## config.mk

```make
export PLATFORM = sky130hd
export DESIGN_NAME = parking_gate_ctrl
export DESIGN_NICKNAME = d
export VERILOG_FILES = /design/src/rtl/parking_gate_ctrl.sv
export SDC_FILE = /design/constraint.sdc
export NUM_CORES = 1
export LEC_CHECK = 0
export BUFFER_PORTS_ARGS = -buffer_cell sky130_fd_sc_hd__buf_2
export CORE_MARGIN = 8
export CORE_UTILIZATION = 60
export CTS_CLUSTER_SIZE = 16
export DETAILED_ROUTE_END_ITERATION = 8
export GPL_TIMING_DRIVEN = 0
export PLACE_DENSITY = 0.8
export SYNTH_ARGS = -nofsm -noshare
export SYNTH_HDL_FRONTEND = slang
export SYNTH_SLANG_ARGS = --single-unit
```

## constraint.sdc

```tcl
create_clock -name clk -period 3.4 [get_ports clk]
set_input_delay 0.17 -clock clk [delete_from_list [all_inputs] [get_ports clk]]
set_output_delay 0.17 -clock clk [all_outputs]
set_load 0.01 [all_outputs]
```

## src/rtl/parking_gate_ctrl.sv

```systemverilog
// Parking lot lane controller: debounced entry/exit sensors, per-lane barrier
// FSMs with admission check and open timeout, and a serialized event arbiter.
module parking_gate_ctrl #(
  parameter int unsigned DEBOUNCE     = 4,
  parameter int unsigned OPEN_TIMEOUT = 1000,
  parameter int unsigned OPEN_HOUR    = 8
) (
  input  logic       clk,
  input  logic       rst_n,
  input  logic       entry_sensor,
  input  logic       entry_uni_badge,
  input  logic       exit_sensor,
  input  logic       exit_uni_badge,
  input  logic [5:0] current_hour,
  input  logic       uni_is_vacated_space,
  input  logic       is_vacated_space,
  output logic       entry_gate_open,
  output logic       exit_gate_open,
  output logic       entry_denied,
  output logic       car_entered,
  output logic       is_uni_car_entered,
  output logic       car_exited,
  output logic       is_uni_car_exited,
  output logic       gate_fault
);

  typedef enum logic [2:0] {E_IDLE, E_CHECK, E_OPEN, E_DENY, E_CLOSE} ent_state_t;
  typedef enum logic [1:0] {X_IDLE, X_OPEN, X_CLOSE} ex_state_t;

  ent_state_t  ent_state_q, ent_state_d;
  ex_state_t   ex_state_q, ex_state_d;
  logic        ent_deb_q, ent_deb_d, ex_deb_q, ex_deb_d;
  logic [3:0]  ent_cnt_q, ent_cnt_d, ex_cnt_q, ex_cnt_d;
  logic        ent_uni_q, ent_uni_d, ex_uni_q, ex_uni_d;
  logic [15:0] ent_tmo_q, ent_tmo_d, ex_tmo_q, ex_tmo_d;
  logic        ent_pend_q, ent_pend_d;
  logic        ent_gate_q, ent_gate_d, ex_gate_q, ex_gate_d;
  logic        denied_q, denied_d;
  logic        entered_q, entered_d, ent_uni_out_q, ent_uni_out_d;
  logic        exited_q, exited_d, ex_uni_out_q, ex_uni_out_d;
  logic        fault_q, fault_d;
  logic        admit, ent_req, ex_req, ent_any;

  always_comb begin
    ent_deb_d     = ent_deb_q;
    ent_cnt_d     = '0;
    ex_deb_d      = ex_deb_q;
    ex_cnt_d      = '0;
    ent_state_d   = ent_state_q;
    ex_state_d    = ex_state_q;
    ent_uni_d     = ent_uni_q;
    ex_uni_d      = ex_uni_q;
    ent_tmo_d     = '0;
    ex_tmo_d      = '0;
    fault_d       = fault_q;
    ent_req       = 1'b0;
    ex_req        = 1'b0;
    entered_d     = 1'b0;
    exited_d      = 1'b0;
    ent_uni_out_d = ent_uni_out_q;
    ex_uni_out_d  = ex_uni_out_q;
    ent_pend_d    = 1'b0;

    // Flipping when the count would reach DEBOUNCE is the same edge as "counter reaches DEBOUNCE".
    if (entry_sensor != ent_deb_q) begin
      if (ent_cnt_q == 4'(DEBOUNCE - 1)) ent_deb_d = entry_sensor;
      else                               ent_cnt_d = ent_cnt_q + 4'd1;
    end
    if (exit_sensor != ex_deb_q) begin
      if (ex_cnt_q == 4'(DEBOUNCE - 1)) ex_deb_d = exit_sensor;
      else                              ex_cnt_d = ex_cnt_q + 4'd1;
    end

    admit = (current_hour >= 6'(OPEN_HOUR)) &&
            (ent_uni_q ? (uni_is_vacated_space | is_vacated_space) : is_vacated_space);

    case (ent_state_q)
      E_IDLE:  if (ent_deb_q) begin
                 ent_state_d = E_CHECK;
                 ent_uni_d   = entry_uni_badge;
               end
      E_CHECK: ent_state_d = admit ? E_OPEN : E_DENY;
      E_OPEN:  if (!ent_deb_q) begin
                 ent_state_d = E_CLOSE;
                 ent_req     = 1'b1;
               end
      E_DENY:  if (!ent_deb_q) ent_state_d = E_IDLE;
      E_CLOSE: ent_state_d = E_IDLE;
      default: ent_state_d = E_IDLE;
    endcase

    case (ex_state_q)
      X_IDLE:  if (ex_deb_q) begin
                 ex_state_d = X_OPEN;
                 ex_uni_d   = exit_uni_badge;
               end
      X_OPEN:  if (!ex_deb_q) begin
                 ex_state_d = X_CLOSE;
                 ex_req     = 1'b1;
               end
      X_CLOSE: ex_state_d = X_IDLE;
      default: ex_state_d = X_IDLE;
    endcase

    if (ent_state_q == E_OPEN) begin
      ent_tmo_d = (ent_tmo_q == '1) ? ent_tmo_q : ent_tmo_q + 16'd1;
      if (ent_tmo_d == 16'(OPEN_TIMEOUT)) fault_d = 1'b1;
    end
    if (ex_state_q == X_OPEN) begin
      ex_tmo_d = (ex_tmo_q == '1) ? ex_tmo_q : ex_tmo_q + 16'd1;
      if (ex_tmo_d == 16'(OPEN_TIMEOUT)) fault_d = 1'b1;
    end

    // Exit always wins the slot, so only the entry lane ever needs to wait.
    ent_any = ent_pend_q | ent_req;
    if (ex_req) begin
      exited_d     = 1'b1;
      ex_uni_out_d = ex_uni_q;
      ent_pend_d   = ent_any;
    end else if (ent_any) begin
      entered_d     = 1'b1;
      ent_uni_out_d = ent_uni_q;
    end

    ent_gate_d = (ent_state_d == E_OPEN);
    ex_gate_d  = (ex_state_d == X_OPEN);
    denied_d   = (ent_state_d == E_DENY);
  end

  always_ff @(posedge clk or negedge rst_n) begin
    if (!rst_n) begin
      ent_state_q   <= E_IDLE;
      ex_state_q    <= X_IDLE;
      ent_deb_q     <= 1'b0;
      ent_cnt_q     <= '0;
      ex_deb_q      <= 1'b0;
      ex_cnt_q      <= '0;
      ent_uni_q     <= 1'b0;
      ex_uni_q      <= 1'b0;
      ent_tmo_q     <= '0;
      ex_tmo_q      <= '0;
      ent_pend_q    <= 1'b0;
      ent_gate_q    <= 1'b0;
      ex_gate_q     <= 1'b0;
      denied_q      <= 1'b0;
      entered_q     <= 1'b0;
      ent_uni_out_q <= 1'b0;
      exited_q      <= 1'b0;
      ex_uni_out_q  <= 1'b0;
      fault_q       <= 1'b0;
    end else begin
      ent_state_q   <= ent_state_d;
      ex_state_q    <= ex_state_d;
      ent_deb_q     <= ent_deb_d;
      ent_cnt_q     <= ent_cnt_d;
      ex_deb_q      <= ex_deb_d;
      ex_cnt_q      <= ex_cnt_d;
      ent_uni_q     <= ent_uni_d;
      ex_uni_q      <= ex_uni_d;
      ent_tmo_q     <= ent_tmo_d;
      ex_tmo_q      <= ex_tmo_d;
      ent_pend_q    <= ent_pend_d;
      ent_gate_q    <= ent_gate_d;
      ex_gate_q     <= ex_gate_d;
      denied_q      <= denied_d;
      entered_q     <= entered_d;
      ent_uni_out_q <= ent_uni_out_d;
      exited_q      <= exited_d;
      ex_uni_out_q  <= ex_uni_out_d;
      fault_q       <= fault_d;
    end
  end

  assign entry_gate_open    = ent_gate_q;
  assign exit_gate_open     = ex_gate_q;
  assign entry_denied       = denied_q;
  assign car_entered        = entered_q;
  assign is_uni_car_entered = ent_uni_out_q;
  assign car_exited         = exited_q;
  assign is_uni_car_exited  = ex_uni_out_q;
  assign gate_fault         = fault_q;

endmodule

```

### After elaboration in Yosys (flattened, before gate mapping)

Index checks and enable logic that the tools add are counted.

* shift operators: 0
* magnitude comparators: 1
* reduce and logical (&&, ||, !) cells: 8
* multiplexer cells: 29
* $add $sub $neg: 4
* divide/modulo/power cells: 0
* multiply operators: 0
* equal/unequal tests: 15
* bitwise operators: 3

Operators with widths (count)
* 2-to-1 mux 16 bit: 4
* adder 16 x 1 -> 16 bit, second input constant: 2
* == test 16 x 10 -> 1 bit, second input constant: 2
* == test 16 bit, second input constant: 2
* 2-to-1 mux 4 bit: 4
* 2-to-1 mux 1 bit: 14
* == test 3 x 2 -> 1 bit, second input constant: 4
* case mux 3 bit (4 select lines): 1
* AND reduction 2 bit: 5
* 2-to-1 mux 3 bit: 3
* adder 4 x 1 -> 4 bit, second input constant: 2
* == test 4 x 2 -> 1 bit, second input constant: 2
* greater-or-equal comparator 6 x 4 -> 1 bit, second input constant: 1
* == test 2 x 1 -> 1 bit, second input constant: 2
* 2-to-1 mux 2 bit: 2
* case mux 2 bit (2 select lines): 1
* == test 3 x 1 -> 1 bit, second input constant: 1
* zero test 3 bit: 1
* zero test 2 bit: 1
* != test 1 bit: 2
* bitwise OR 1 bit: 2
* logical AND 1 bit: 1
* inverter 1 bit: 1

* RAM bits: 0
* register bits after elaboration: 58
* latch bits: 0
* memory bits (read-only): 0
* memories kept: 0

### Longest topological paths before layout

Gate-level depths: netlist (run 1).

* depth in word-level cells: 7
* mapped depth: 8
* gate-level depth less buffers: 8

### Worst setup path before layout (run 1)

Ideal clock, no wire load.

* path type: register to register
* start: register ent_tmo_q[0]
* end: register fault_q (netlist: gate_fault)
* arrival time: 2320 ps
* cell stages (with the launch flop): 9
* period minus slack after synthesis: 2415 ps
* setup slack: 985 ps
* cell sequence: dfrtp_1 > ha_1 > nand3_2 > or2_4 > or4_4 > a311oi_2 > a21oi_1 > a211o_1 > o31ai_1

* cells in the longest elaborated chain, start to end: 7
* elaborated cells on any way between the ends: 8
* those cells by class: add/sub: 1; eq/ne: 2; mux: 5

RTL lines
* start: declaration: RTL line 35 `logic [15:0] ent_tmo_q, ent_tmo_d, ex_tmo_q, ex_tmo_d;`
* start signal: assignment: RTL line 160 `ent_tmo_q <= ent_tmo_d;`
* adder 16 x 1 -> 16 bit or == test 16 bit (tied branches): RTL line 106 `ent_tmo_d = (ent_tmo_q == '1) ? ent_tmo_q : ent_tmo_q + 16'd1;`
* 2-to-1 mux 16 bit (*): RTL line 106
* == test 16 x 10 -> 1 bit (*): RTL line 107 `if (ent_tmo_d == 16'(OPEN_TIMEOUT)) fault_d = 1'b1;`
* 2-to-1 mux 1 bit (*): RTL line 107
* 2-to-1 mux 1 bit (*): RTL line 105 `if (ent_state_q == E_OPEN) begin`
* 2-to-1 mux 1 bit: RTL line 111 `if (ex_tmo_d == 16'(OPEN_TIMEOUT)) fault_d = 1'b1;`
* 2-to-1 mux 1 bit (*): RTL line 109 `if (ex_state_q == X_OPEN) begin`
* net fault_d: RTL line 41 `logic fault_q, fault_d;`
* end signal: assignment: RTL line 170 `fault_q <= fault_d;`
* end: declaration: RTL line 41

Mark *: on every way through the listed nets, which the timed path passes. The rest lies on a longest branch.
A chain may end at the register's enable or synchronous reset.

### Worst setup path after layout (run 1)

Same ends and word-level chain as after synthesis.

==> results of run 1 <==
==> metal layers <==
layer	GRT usage	share of wire
met2	0.2736	0.47
met3	0.04915	0.034
met1	0.1982	0.47
met5	0	0
met4	0.09077	0.019
==> critical path: cells and delay by family, from the launching register on <==
| family | cells | cell delay (ps) |
|---|---|---|
| compound gates | 4 | 830 |
| flops | 1 | 430 |
| simple gates | 3 | 1020 |
| fa+ha+maj | 1 | 290 |
==> layout by cell type, fill, tap and decap left out, drive strengths merged, types with 2 or more instances in the layout <==
cell,Yosys,routed
a211oi,3,3
a21oi,11,11
a311oi,2,2
a31oi,7,7
and2,2,2
and3,3,3
buf,1,19
clkbuf,8,19
clkinv,0,4
dfrtp,58,58
ha,4,4
inv,8,8
mux2,6,6
mux2i,5,5
nand2,22,22
nand2b,5,5
nand3,12,12
nand3b,3,3
nand4,13,13
nor2,48,48
nor2b,7,7
nor3,18,18
nor3b,5,5
nor4,5,5
nor4b,2,2
o211ai,2,2
o21ai,3,3
o31ai,2,2
or2,3,3
or3,3,3
or4,3,3
xnor2,13,13
xor2,9,9
==> metrics by stage <==
step	hold WS, ps	instance area, sq um	worst slack (ps)	utilization	power, mW
floorplan	-125.6	2957	984.7	-	1.214
global placement	403.9	3131	810.1	0.6628	1.344
detailed placement	405.6	3131	757.9	0.6628	1.363
CTS	49.25	3326	745.8	0.7041	1.994
global route	54.39	3338	490.8	0.7068	2.088
finish	67.84	3338	722.4	0.7068	1.969
==> final cells by class <==
| class | instances | area [sq um] | area share |
|---|---|---|---|
| Buffer | 9 | 50.05 | 0.01499 |
| Multi-Input combinational cell | 229 | 1425 | 0.4269 |
| Clock buffer | 11 | 141.4 | 0.04235 |
| Timing Repair Buffer | 19 | 102.6 | 0.03073 |
| Sequential cell | 58 | 1451 | 0.4348 |
| Tap cell | 67 | 83.83 | 0.02511 |
| Clock inverter | 5 | 53.80 | 0.01612 |
| Inverter | 8 | 30.03 | 0.008996 |
==> power by group <==
part | switching (mW) | internal [mW]
sequential | 0.0920 | 0.817
clock | 0.266 | 0.356
combinational | 0.250 | 0.187
total | 0.609 | 1.36
==> cells by family after synthesis <==
group / share of synthesized area
fa+ha+maj: 0.01693
xor+xnor: 0.06517
mux: 0.03978
compound gates: 0.08421
flops: 0.4909
simple gates: 0.2759
buf+inv: 0.02709
==> flip-flops by register name (all words and copies together), names as in the netlist <==
register,cells
car_entered,1
car_exited,1
ent_cnt_q,4
ent_deb_q,1
ent_pend_q,1
ent_state_q,3
ent_tmo_q,16
ent_uni_q,1
entry_denied,1
entry_gate_open,1
ex_cnt_q,4
ex_deb_q,1
ex_state_q,2
ex_tmo_q,16
ex_uni_q,1
exit_gate_open,1
gate_fault,1
is_uni_car_entered,1
is_uni_car_exited,1
==> worst min-delay path by stage <==
stage / depth (start not counted) / endpoint / from / slack [ps]
floorplan: 0 / car_entered / rst_n / -130
global placement: 2 / ent_uni_q / entry_uni_badge / 400
detailed placement: 2 / ent_uni_q / entry_uni_badge / 410
CTS: 2 / ent_uni_q / entry_uni_badge / 50
global route: 2 / ent_uni_q / entry_uni_badge / 50
finish: 2 / ent_uni_q / entry_uni_badge / 70
==> repair_timing <==
action / CTS / global route
hold buffers: 0 / 1
endpoints found under the hold margin: 0 / 58
gates resized for setup: 0 / 0
==> results.toml, run 1 <==
[route]
drc = 0
num_vias = 2276
routed_wl_microns = 5752
final_antenna_net_count = 0
wire_per_inst_microns = 14.17
drt_first_pass_iters = 4
via_per_inst = 5.606
drt_iter0_markers = 108

[logic_synthesis]
ys.flop_type = "dfrtp_1"
ys_types = 51
synth_area_sq_um = 2957
synthTopCellsByCount = "dfrtp_1 (58), nor2_1 (48), nand2_1 (21)"
ys_async_sr_fraction = 1.000
synth_edf_count = 0
synth_top_area_share = 0.4909
syn_area_per_cell_sq_um = 9.726
syn_inst = 304
yosysWarnings = 0
ys_ff_latch = 58
synth.most_common_cell = "dfrtp_1"
synth_seq_area_share = 0.4909
synth_largest_area_cell = "dfrtp_1"
synth_top_cells_by_area = "dfrtp_1 (49%), nor2_1 (6.1%), xnor2_1 (3.9%), nor3_1 (3.0%), nand2_1 (2.7%)"
synth_nets = 322

[floorplan]
initial_utilization = 0.6260
dieArea_sq_um = 7430
fp-row-count = 25
die_w_microns = 86.20
core_sq_um = 4723
io_pins = 22
die-height_microns = 86.20

[cells_and_area]
drive_gt1_frac = 0.1622
area_delta_synth_final_pct = 12.91
antennaDiodeCount = 0
stdcell_count = 406
fillCellCount = 362
final_nets = 352

[cts]
cts-htree-levels = 3
clock-root-buffer = "clkbuf_8"
cts_tree = "yes"
cts_setup_buffers = 0
insertion_delay_ps = 340
cts_buffers = 9
clock_path_buffers = 2
clock_sinks = 58
path_clk_slew_ps = 70

[placement]
io_buffers = 18
gp_congestion = 0.9035
dp_hpwl_microns = 3955
place_inst = 389

[critical_path]
arrival_ps = 2920
rr_startpoint = "ent_tmo_q[0]"
crit_required_ps = 3640
rrSetupSlack_ps = 720
slowest_delay_ps = 520
worstPathMaxFanout = 8
r2r_cells = 8
cp-startpoint = "ent_tmo_q[0]"
worst_setup_path_end_kind = "flop"
crit_slowest_cell = "or4_4"
crit_end = "gate_fault"
crit_chain = "ha_1, nand3_2, or2_4, or4_4, a311oi_2, a21oi_1, a211o_1, o31ai_1"
path_class = "reg -> reg"
r2r_end = "gate_fault"
cp-start-kind = "flop"

[power_and_ir_drop]
power_density_nw_per_um2 = 589.7
power.leakage_nw = 1.390
vdd_drop_max_mv = 0.5412

[sta]
setup_viol = 0
slew_headroom = 0.4661
rsz0062_at_grt = "false"
finClkSkew_ps = 6.595
layout_worst_path_cycle_share = 0.7875
setup_tns_ps = 0
slew_viol_final = 0
min_period_ps = 2678
finalHoldViolCount = 0
worst_pin_slew_ps = 794.3
fmax_mhz = 373.5

[outcome]
status = "finished, final reports clean"

[grt]
grt_pass1_vias = 2232
overflow = 0
antenna_found_initial = 0
gr-usage-all-layers = 0.1690
grt_max_degree = 59
grt_pass1_wl_microns = 9894

[min_path]
hold_class = "in -> reg"

[run]
cap_violations = 0
Note: power is estimated with default switching activity, not from simulation.
==> inputs of run 2 (changes only) <==
Settings changed: ABC_AREA set to 1, CORE_UTILIZATION 60 to 54, PLACE_DENSITY 0.8 to 0.75.
Clock period 3.4 ns to 2.2 ns, I/O delays scaled along.
==> results.toml, run 2 <==
[power_and_ir_drop]
total_power_mw = 3.228
p_comb_frac = 0.247
power_density_nw_per_um2 = 898.4
power.leakage_nw = 1.761
p_seq_frac = 0.448
power_switching_mw = 1.123
vdd_drop_max_mv = 0.7389
cellInternalPower_mw = 2.106
p_sw_frac = 0.3478
p_clk_frac = 0.306

[grt]
antenna_found_initial = 0
grt_max_degree = 59
grt_pass1_vias = 2661
grt_pass1_wl_microns = 11350
overflow = 0
gr-usage-all-layers = 0.1637

[cells_and_area]
area_delta_synth_final_pct = 12.63
register_area_sq_um = 1451
drive_gt1_frac = 0.1385
final_nets = 468
antennaDiodeCount = 0
reg_top3 = "ent_tmo_q (16), ex_tmo_q (16)"
final_common_cell = "nand2_1"
fillCellCount = 541
final_cell_mix = "nand2_1 (95), nor2_1 (81), dfrtp_1 (58)"
multi_input_area_sq_um = 1478

[placement]
gp_congestion = 0.9429
io_buffers = 18
dp_hpwl_microns = 4891

[sta]
layout_worst_path_cycle_share = 0.9065
min_period_ps = 1994
fmax_mhz = 501.4
slew_viol_final = 0
worst_pin_slew_ps = 715.5
setup_viol = 0
fin_hold_ws_ps = 29.16
setup_tns_ps = 0
slew_headroom = 0.5230
rsz0062_at_grt = "false"
finalHoldViolCount = 0
finClkSkew_ps = 6.166

[route]
drc = 0
num_vias = 2697
final_antenna_net_count = 0
drt_first_pass_iters = 4
wire_per_inst_microns = 12.26
via_per_inst = 5.089
drt_iter0_markers = 103
routed_wl_microns = 6496

[logic_synthesis]
synth.most_common_cell = "nand2_1"
ys_async_sr_fraction = 1.000
synth_seq_area_share = 0.4549
synth_top_area_share = 0.4549
synth_largest_area_cell = "dfrtp_1"
synth_top_cells_by_area = "dfrtp_1 (45%), nand2_1 (11%), nor2_1 (9.5%), inv_1 (6.5%), nand3_1 (4.4%)"
synth_nets = 438
synth_edf_count = 0
synth_area_sq_um = 3191
ys_types = 31
syn_inst = 420
synthTopCellsByCount = "nand2_1 (95), nor2_1 (81), dfrtp_1 (58)"
yosysWarnings = 0
ys.flop_type = "dfrtp_1"
syn_area_per_cell_sq_um = 7.597
ys_ff_latch = 58

[critical_path]
crit_required_ps = 2470
crit_top_cell = "nand2_1"
slowest_delay_ps = 420
cp-start-kind = "flop"
cp-startpoint = "ex_tmo_q[0]"
arrival_ps = 2270
cp.buffers_inverters = 1
rr_startpoint = "ex_tmo_q[0]"
crit_slowest_cell = "dfrtp_1"
cpLargestDelayFamily = "simple AND/OR/NAND/NOR gates"
crit_chain = "ha_2, nand3_2, inv_2, nand2_2, nor2_4, nand2_1, nand2_1, nand2_1, nor2_1, nand3_1, nor2_1, nand2_1, nand2_1"
crit_cells = 13
path_class = "reg -> reg"
worstPathMaxFanout = 5
worst_setup_path_end_kind = "flop"
r2r_cells = 13
crit_end = "gate_fault"
rrSetupSlack_ps = 210
r2r_end = "gate_fault"

[floorplan]
fp-row-count = 28
dieArea_sq_um = 8624
core_sq_um = 5816
initial_utilization = 0.5486
die-height_microns = 92.87
io_pins = 22
die_w_microns = 92.87

[cts]
cts_tree = "yes"
path_clk_slew_ps = 70
clock-root-buffer = "clkbuf_8"
clock_path_buffers = 2
insertion_delay_ps = 330
cts_buffers = 9
cts-htree-levels = 3
cts_setup_buffers = 0
clock_sinks = 58

[min_path]
hold_class = "in -> reg"

[outcome]
status = "finished, final reports clean"

[run]
cap_violations = 0
run 2: cell types whose count changed after synthesis, moves of 6 or more:
cell	before	now
inv_1	8	55
nand3_1	11	28
nor2b_1	7	0
nor2_4	0	6
nor2_1	48	81
nand2_1	21	95
a21oi_1	11	18
nor3_1	18	0
a31oi_1	7	0
run 2: cell families (layout without fill, tap and decap cells):
family                     Yosys count  count (layout)  share of synthesized area
muxes                                1               1                   0.003529
and+or+nand+nor                    240             240                     0.3373
AOI/OAI and AO/OA                   34              34                    0.05647
buffers and inverters               65             100                    0.08274
adders and majority gates            4               4                    0.01569
xor gates and xnor gates            18              18                    0.04941
DFF                                 58              58                     0.4549
run 2: power groups by stage:
stage / logic, mW / clock network [mW] / registers (mW)
finish: 0.797 / 0.987 / 1.44
global route: 0.916 / 1.06 / 1.47
CTS: 0.806 / 1.02 / 1.44
detailed placement: 0.798 / 0 / 1.46
global placement: 0.768 / 0 / 1.45
floorplan: 0.529 / 0 / 1.46
run 2: what timing repair did:
item	CTS	global route
endpoints found under the setup margin	0	1
resized for setup	0	1
hold endpoints to repair	0	58
hold buffers	0	1
run 2: layer usage:
metal | global-route usage | part of all wire
met2 | 0.2734 | 0.49
met5 | 0 | 0
met1 | 0.1933 | 0.45
met4 | 0.07919 | 0.017
met3 | 0.03883 | 0.037
run 2: final cells by class:
cell class                      instances  area share
Multi-Input combinational cell        297      0.4112
Sequential cell                        58      0.4039
Inverter                               60     0.06302
Clock buffer                           10     0.03830
Timing Repair Buffer                   19     0.02855
Tap cell                               75     0.02611
Clock inverter                          6     0.01845
Buffer                                  5     0.01045
run 2: worst register-to-register path: stages (launching register included):
cell and delay [ps]:
dfrtp_1 420, ha_2 270, nand3_2 120, inv_2 90, nand2_2 110, nor2_4 120
nand2_1 100, nand2_1 90, nand2_1 60, nor2_1 140, nand3_1 140, nor2_1 150
nand2_1 70, nand2_1 50
run 2: through the flow:
step / util / instances / worst slack [ps] / area (sq um)
finish: 0.6179 / 530 / 205.6 / 3593
global route: 0.6179 / 530 / 53.00 / 3593
global placement: 0.5803 / 513 / 266.1 / 3374
floorplan: - / 420 / 523.3 / 3191
detailed placement: 0.5803 / 513 / 233.8 / 3374
CTS: 0.6153 / 529 / 191.1 / 3578
run 2: worst min path at each step:
stage                   to       startpoint  cells past startpoint  slack [ps]
2_1_floorplan  car_entered            rst_n                      0        -190
3_3_place_gp     ent_uni_q  entry_uni_badge                      3         370
3_5_place_dp      ex_uni_q   exit_uni_badge                      3         370
4_1_cts          ent_uni_q  entry_uni_badge                      3          20
5_1_grt          ent_uni_q  entry_uni_badge                      3          30
6_report         ent_uni_q  entry_uni_badge                      3          30
==> inputs of run 3 (changes only) <==
Settings changed: PLACE_DENSITY 0.75 to not set, PLACE_DENSITY_LB_ADDON set to 0.25.
==> results.toml, run 3 (synthesis gave the netlist of run 2 again) <==
[route]
via_per_inst = 5.038
drt_iter0_markers = 108
num_vias = 2670
drt_first_pass_iters = 5
final_antenna_net_count = 0
wire_per_inst_microns = 12.19
drc = 0
routed_wl_microns = 6460

[grt]
grt_pass1_wl_microns = 11650
antenna_found_initial = 0
grt_util_met1 = 0.2010
met3_usage = 0.04207
grt_max_degree = 59
met2_usage = 0.2769
gr-usage-all-layers = 0.1685
grt_pass1_vias = 2626
busiest_layer = "met2"
overflow = 0

[cells_and_area]
final_common_cell = "nand2_1"
final_cell_mix = "nand2_1 (95), nor2_1 (81), dfrtp_1 (58)"
stdcell_area_sq_um = 3636
area_delta_synth_final_pct = 13.96
reg_top3 = "ent_tmo_q (16), ex_tmo_q (16)"
fin_util = 0.6252
stdcell_count = 530
antennaDiodeCount = 0
final_nets = 468
drive_gt1_frac = 0.1363

[power_and_ir_drop]
cellInternalPower_mw = 2.315
p_seq_frac = 0.418
p_clk_frac = 0.357
total_power_mw = 3.447
p_sw_frac = 0.3284
power.leakage_nw = 1.793
vdd_drop_max_mv = 0.8390
p_comb_frac = 0.225
power_switching_mw = 1.132
power_density_nw_per_um2 = 948.1

[placement]
dpl_cell_area_sq_um = 3374
place_inst = 513
io_buffers = 18
dp_hpwl_microns = 4831
gp_congestion = 0.8752

[floorplan]
die_w_microns = 92.87
initial_utilization = 0.5486
io_pins = 22
fp-row-count = 28
core_sq_um = 5816
die-height_microns = 92.87
dieArea_sq_um = 8624

[sta]
setup_tns_ps = 0
rsz0062_at_grt = "false"
slew_headroom = 0.5198
slew_viol_final = 0
setup_viol = 0
fmax_mhz = 505.5
finClkSkew_ps = 8.045
min_period_ps = 1978
worst_pin_slew_ps = 720.4
layout_worst_path_cycle_share = 0.8991
finalHoldViolCount = 0

[min_path]
whs_path_depth = 3
hold_start = "entry_uni_badge"
hold_class = "in -> reg"
whs_endpoint = "ent_uni_q"

[cts]
clock-root-buffer = "clkbuf_8"
insertion_delay_ps = 340
path_clk_slew_ps = 70
cts_buffers = 9
holdBufCountCts = 0
cts_setup_buffers = 0
cts_tree = "yes"
clock_sinks = 58
cts-htree-levels = 3
cts_resized = 0
clock_path_buffers = 2

[critical_path]
rr_startpoint = "ex_tmo_q[0]"
worst_setup_path_end_kind = "flop"
crit_chain = "ha_1, nand3_2, inv_2, nand2_2, nor2_4, nand2_1, nand2_1, nand2_1, nor2_1, nand3_1, nor2_1, nand2_1, nand2_1"
worstPathMaxFanout = 5
slowest_delay_ps = 420
r2r_end = "gate_fault"
crit_slowest_cell = "dfrtp_1"
crit_top_cell = "nand2_1"
rrSetupSlack_ps = 220
arrival_ps = 2260
path_class = "reg -> reg"
r2r_cells = 13
cp-start-kind = "flop"
crit_required_ps = 2480

[outcome]
status = "finished, final reports clean"

[run]
cap_violations = 0
## run 3: cell count changes in the layout (fill, tap and decap cells not counted)
cell,before,now
bufinv_16,1,3
ha_1,3,4
clkinv_2,2,1
clkinvlp_4,3,0
clkinv_4,1,2
clkbuf_8,10,9
ha_2,1,0
inv_6,0,2
## run 3: critical path, delay by kind of cell (launching register included)
| family | cells | cell delay (ps) |
|---|---|---|
| adder cells (fa/ha/maj) | 1 | 300 |
| flip-flops | 1 | 420 |
| buffers and inverters | 1 | 90 |
| AND/OR/NAND/NOR | 11 | 1110 |
## run 3: per-layer routing
metal,part of all wire,wire length [microns]
met2,0.48,3127
met3,0.033,214
met1,0.46,2988
met5,0,0
met4,0.020,129
## run 3: how the worst max path moves through the flow
stage	startpoint	end	slack (ps)	cells after the start
floorplan	ex_tmo_q[0]	gate_fault	520	11
global placement	ex_tmo_q[0]	gate_fault	270	13
detailed placement	ex_tmo_q[0]	gate_fault	260	13
CTS	ex_tmo_q[0]	gate_fault	240	13
global route	ex_tmo_q[0]	gate_fault	4	13
finish	ex_tmo_q[0]	gate_fault	220	13
## run 3: layout make-up
cell class | count | area (sq um)
Fill cell | 504 | 2180
Multi-Input combinational cell | 297 | 1475
Sequential cell | 58 | 1451
Inverter | 60 | 226.5
Clock inverter | 7 | 125.1
Clock buffer | 9 | 123.9
Timing Repair Buffer | 19 | 102.6
Tap cell | 75 | 93.84
Buffer | 5 | 37.54
## run 3: stage by stage
stage / worst slack, ps / hold WS [ps]
floorplan: 523.3 / -185.6
global placement: 270.9 / 362.3
detailed placement: 256.1 / 367.9
CTS: 244.2 / 3.696
global route: 4.391 / 30.12
finish: 221.9 / 20.52
## run 3: power groups by stage
stage / logic (mW) / registers [mW] / clock network [mW]
floorplan: 0.529 / 1.46 / 0
finish: 0.776 / 1.44 / 1.23
global placement: 0.762 / 1.45 / 0
CTS: 0.788 / 1.44 / 1.26
detailed placement: 0.786 / 1.46 / 0
global route: 0.916 / 1.47 / 1.30
